===== src/rtl/counter_scheduler.sv =====
// counter_scheduler: two-requester round-robin scheduler that owns a shared
// 4-bit up-counter. A granted requester gets one counting run from 0 up to
// the target it presented at grant time, followed by a one-cycle done pulse.
// Dropping the request mid-run aborts the run without a done pulse.
module counter_scheduler (
    input  logic       clk,
    input  logic       rst,
    input  logic [1:0] req,
    input  logic [3:0] tgt0,
    input  logic [3:0] tgt1,
    output logic [1:0] gnt,
    output logic [3:0] q,
    output logic       busy,
    output logic [1:0] done
);

    typedef enum logic [1:0] {
        IDLE  = 2'd0,
        COUNT = 2'd1,
        DONE  = 2'd2
    } state_t;

    state_t     state_r;
    logic [3:0] tgt_r;
    logic [3:0] q_r;
    logic [1:0] gnt_r;
    logic [1:0] done_r;
    logic       busy_r;
    logic       ptr_r;    // requester favoured on a tie
    logic       owner_r;  // index of the requester currently served

    logic       win_s;
    logic [3:0] win_tgt_s;
    logic       owner_req_s;

    // Converts a requester index to its one-hot grant/done vector.
    function automatic logic [1:0] onehot(input logic idx);
        onehot = idx ? 2'b10 : 2'b01;
    endfunction

    // Round-robin winner among the current requests and the target it brings.
    always_comb begin
        win_s       = 1'b0;
        win_tgt_s   = tgt0;
        owner_req_s = req[owner_r];
        if (req == 2'b11) begin
            win_s = ptr_r;
        end else begin
            win_s = req[1];
        end
        if (win_s) begin
            win_tgt_s = tgt1;
        end else begin
            win_tgt_s = tgt0;
        end
    end

    // Scheduler FSM; all outputs are registered here.
    always_ff @(posedge clk or negedge rst) begin
        if (!rst) begin
            state_r <= IDLE;
            tgt_r   <= 4'd0;
            q_r     <= 4'd0;
            gnt_r   <= 2'b00;
            done_r  <= 2'b00;
            busy_r  <= 1'b0;
            ptr_r   <= 1'b0;
            owner_r <= 1'b0;
        end else begin
            case (state_r)
                IDLE: begin
                    done_r <= 2'b00;
                    if (req != 2'b00) begin
                        owner_r <= win_s;
                        tgt_r   <= win_tgt_s;
                        q_r     <= 4'd0;
                        gnt_r   <= onehot(win_s);
                        busy_r  <= 1'b1;
                        state_r <= COUNT;
                    end else begin
                        gnt_r   <= 2'b00;
                        busy_r  <= 1'b0;
                        state_r <= IDLE;
                    end
                end
                COUNT: begin
                    if (!owner_req_s) begin
                        // Abort: the other requester is favoured next.
                        q_r     <= 4'd0;
                        gnt_r   <= 2'b00;
                        done_r  <= 2'b00;
                        busy_r  <= 1'b0;
                        ptr_r   <= ~owner_r;
                        state_r <= IDLE;
                    end else if (q_r == tgt_r) begin
                        done_r  <= onehot(owner_r);
                        state_r <= DONE;
                    end else begin
                        q_r     <= q_r + 4'd1;
                        state_r <= COUNT;
                    end
                end
                DONE: begin
                    // q keeps the final count while idle.
                    gnt_r   <= 2'b00;
                    done_r  <= 2'b00;
                    busy_r  <= 1'b0;
                    ptr_r   <= ~owner_r;
                    state_r <= IDLE;
                end
                default: begin
                    q_r     <= 4'd0;
                    gnt_r   <= 2'b00;
                    done_r  <= 2'b00;
                    busy_r  <= 1'b0;
                    state_r <= IDLE;
                end
            endcase
        end
    end

    assign gnt  = gnt_r;
    assign q    = q_r;
    assign busy = busy_r;
    assign done = done_r;

endmodule


===== config.mk =====
export PLATFORM = sky130hd
export DESIGN_NAME = counter_scheduler
export DESIGN_NICKNAME = d
export VERILOG_FILES = /design/src/rtl/counter_scheduler.sv
export SDC_FILE = /design/constraint.sdc
export NUM_CORES = 1
export LEC_CHECK = 0
export ABC_AREA = 1
export CAP_MARGIN = 10
export CORE_MARGIN = 2
export CORE_UTILIZATION = 40
export CTS_BUF_LIST = sky130_fd_sc_hd__clkbuf_16
export CTS_CLUSTER_DIAMETER = 100
export DETAILED_ROUTE_END_ITERATION = 12
export GPL_TIMING_DRIVEN = 0
export PLACE_DENSITY = 0.77
export SYNTH_ARGS = -nofsm -noshare
export SYNTH_HDL_FRONTEND = slang
export SYNTH_SLANG_ARGS = --single-unit

===== constraint.sdc =====
create_clock -name clk -period 1.7 [get_ports clk]
set_clock_uncertainty 0.1 [all_clocks]
set_input_delay 0.17 -clock clk [delete_from_list [all_inputs] [get_ports clk]]
set_output_delay 0.17 -clock clk [all_outputs]
set_load 0.005 [all_outputs]

==> summary.md <==
| Metric | Value |
|---|---|
| Initial antenna violation count | 0 |
| Vias in the first global route | 742 |
| Share of layout cells above drive strength 1 | 14.4% |
| Worst path top cell family by delay | buffers and inverters |
| Final nets | 146 |
| Non-filler cells, final | 159 |
| Syn Inst Count | 108 |
| Synth Cell Area | 871 um2 |
| Period minus WS final | 1.50 ns |
| Busiest grt layer | met2 |
| Met2 Use GR | 29.4% |
| DRC errors left | 0 |
| Critical Path RT | 1.43 ns |
| Row count | 16 |
| Commonest cells after routing, fill and taps aside | nand2_1, clkdlybuf4s50_1, dfrtp_1 |
| Ranking of synthesized cells by area | dfrtp_1, nand2_1, inv_1 |
| Synth-to-Final Area Change | 36.1% |
| Min-delay worst type | input port to asynchronous set/reset pin |
| Setup-failing EPs final | 0 |
| Initial Util | 43.5% |
| Critical path arrival | 1.23 ns |
| # hold bufs at CTS | 0 |
| Element type at the critical path end | output pin |
| Max clock buf depth | 2 |
| DRT Pass-1 Iters | 4 |
| VDD IR-drop max | 1250 uV |
| Clk Latency, worst-skew pair | 0.25 ns |
| Final TNS setup | 0 ns |
| Syn. warnings | 0 |
| Diodes inserted | 0 |
| Overall Global Routing Usage | 15.5% |
| Post-CTS Repair Setup Buffers | 0 |
| Outcome | finished, final reports clean |
| Maximum clock frequency | 0.666 GHz |
| Die Span X | 50.7 um |
| Worst-Margin Slew | 0.733 ns |
| Clock Sinks | 17 |
| Die height | 50.7 um |
| H-tree lvl count | 1 |
| Seq cells post-synth | 17 |
| Via count | 747 |
| Final ANT Viol Nets | 0 |
| Total gr overflow | 0 |
| CP bufs+invs | 1 |
| Slowest CP cell | clkdlybuf4s50_1 |
| Avg Inst Size Synth | 8.06 um2 |
| Placed cell count | 155 |
| Yosys top cell by area | dfrtp_1 |
| WS Path Type | register to output pin |
| Max-Cap Viols | 0 |
| Multi-input logic area | 382 um2 |
| Sequential area share after synthesis | 48.9% |
| Die ar. | 0.00257 mm2 |
| Final Cycle Share | 88.3% |
| Pwr Density | 1560 mW/mm2 |
| Initial DRC count | 9 |
| Fin area | 0.00118 mm2 |
| P_leak | 0.000572 uW |
| Commonest non-fill, non-tap cell in the layout | nand2_1 |
| HPWL after DPL | 1290 um |
| Post-synth net total | 121 |
| Clock Tree Root | clkbuf_16 |
| Worst path max stage delay | 0.54 ns |
| Pre-CTS setup slack | 0.118 ns |
| Largest net degree at the start of global routing | 18 |
| M1 GR Usage | 17.4% |
| Register Area | 425 um2 |
| Ports | 21 |
| Post-Route WL | 1630 um |
| Core area | 0.00200 mm2 |
| Total design power | 1850 uW |
| Vias/cell | 4.70 |
| WL per Instance | 10.2 um |
| CP max FO | 6 |
| RSZ-0062 raised after global routing | no |
| Slew HR | 51.0% |
| Clock transition at path regs | 0.05 ns |
| Synth top area share | 48.9% |
| Hold Vio Cnt, Final | 0 |
| Routability Congestion | 0.785 |
| I/O Buffers | 20 |
| Global-route wire length before repair | 3040 um |
| Critical Path Source Type | register |
| Max-slew violations | 0 |
| Met3 Track Usage GR | 3.87% |
| FILL cells | 178 |
| Fin worst setup slack | 0.199 ns |
| Placed cell area | 0.00110 mm2 |
| Cts bufs inserted | 3 |
| CTS tree | yes |
| Count of cell types in the netlist | 18 |
| Post-CTS Resized | 0 |
| Worst-path cell chain | clkdlybuf4s50_1 |
[area by class of cell]
class                   count  share of cell area (%)
clock inverters             1                   0.422
plain buffers               1                   0.950
clock buffers               3                    6.34
flip-flops and latches     17                    35.9
multi-input cells          76                    32.2
repair buffers             20                    16.9
well taps                  27                    2.85
inverters                  14                    4.44
[through the flow]
| stage | hold WS, ns | util, % |
|---|---|---|
| after floorplan | -0.226 | - |
| final | 0.259 | 59.2 |
| after CTS | 0.303 | 59.2 |
| after global routing | 0.323 | 59.2 |
| after detailed placement | 0.370 | 55.2 |
| after global placement | 0.363 | 55.2 |
[kinds of logic (layout without fill, tap and decap cells)]
kind of cell    Yosys count  after routing  synth area share (%)
compound gates           18             18                  11.8
xor+xnor                  2              2                  2.01
fa+ha+maj                 1              1                  1.44
buf+inv                  15             39                  7.33
flops                    17             17                  48.9
simple gates             55             55                  28.6
[worst reg2reg max path: cells and delay by family (launching register included)]
family	cells	cell delay [ns]
flip-flops	1	0.45
AND/OR/NAND/NOR	6	0.55
buffers and inverters	1	0.08
[synthesized netlist by cell type, drive strengths merged]
cell type / instances
and2: 1
xor2: 2
nand2: 34
dfrtp: 17
nor2: 12
o22ai: 4
buf: 1
o21ai: 14
inv: 14
nand3: 8
ha: 1
[flip-flops by register name, indices dropped and copies added, names as in the netlist]
register and count:
gnt 2, ptr_r 1, state_r 2, done 2, tgt_r 4, busy 1
q 4, owner_r 1
[metal layers]
metal	wire, um	share of wire, %	up-vias
met2	802	49	24
met1	731	45	331
met5	0	0	-
li1	-	-	390
met3	82	5.0	2
met4	8	0.49	0
[where the power goes]
part           internal, uW  total (uW)  switching, uW
clock                   314         464            150
combinational           325         734            408
sequential              547         648            100
[path summary, 6_finish.rpt]
path,depth (start not counted),slack (ns),start,end
worst min register to register,2,0.38,busy,busy
worst max register to register,7,0.41,q[0],q[1]
max in group asynchronous,1,0.77,rst,q[2]
min in group clk,2,0.38,busy,busy
worst max-delay path,1,0.20,q[0],q[0]
worst min-delay path,1,0.26,rst,gnt[1]
Note: power is estimated with default switching activity, not from simulation.
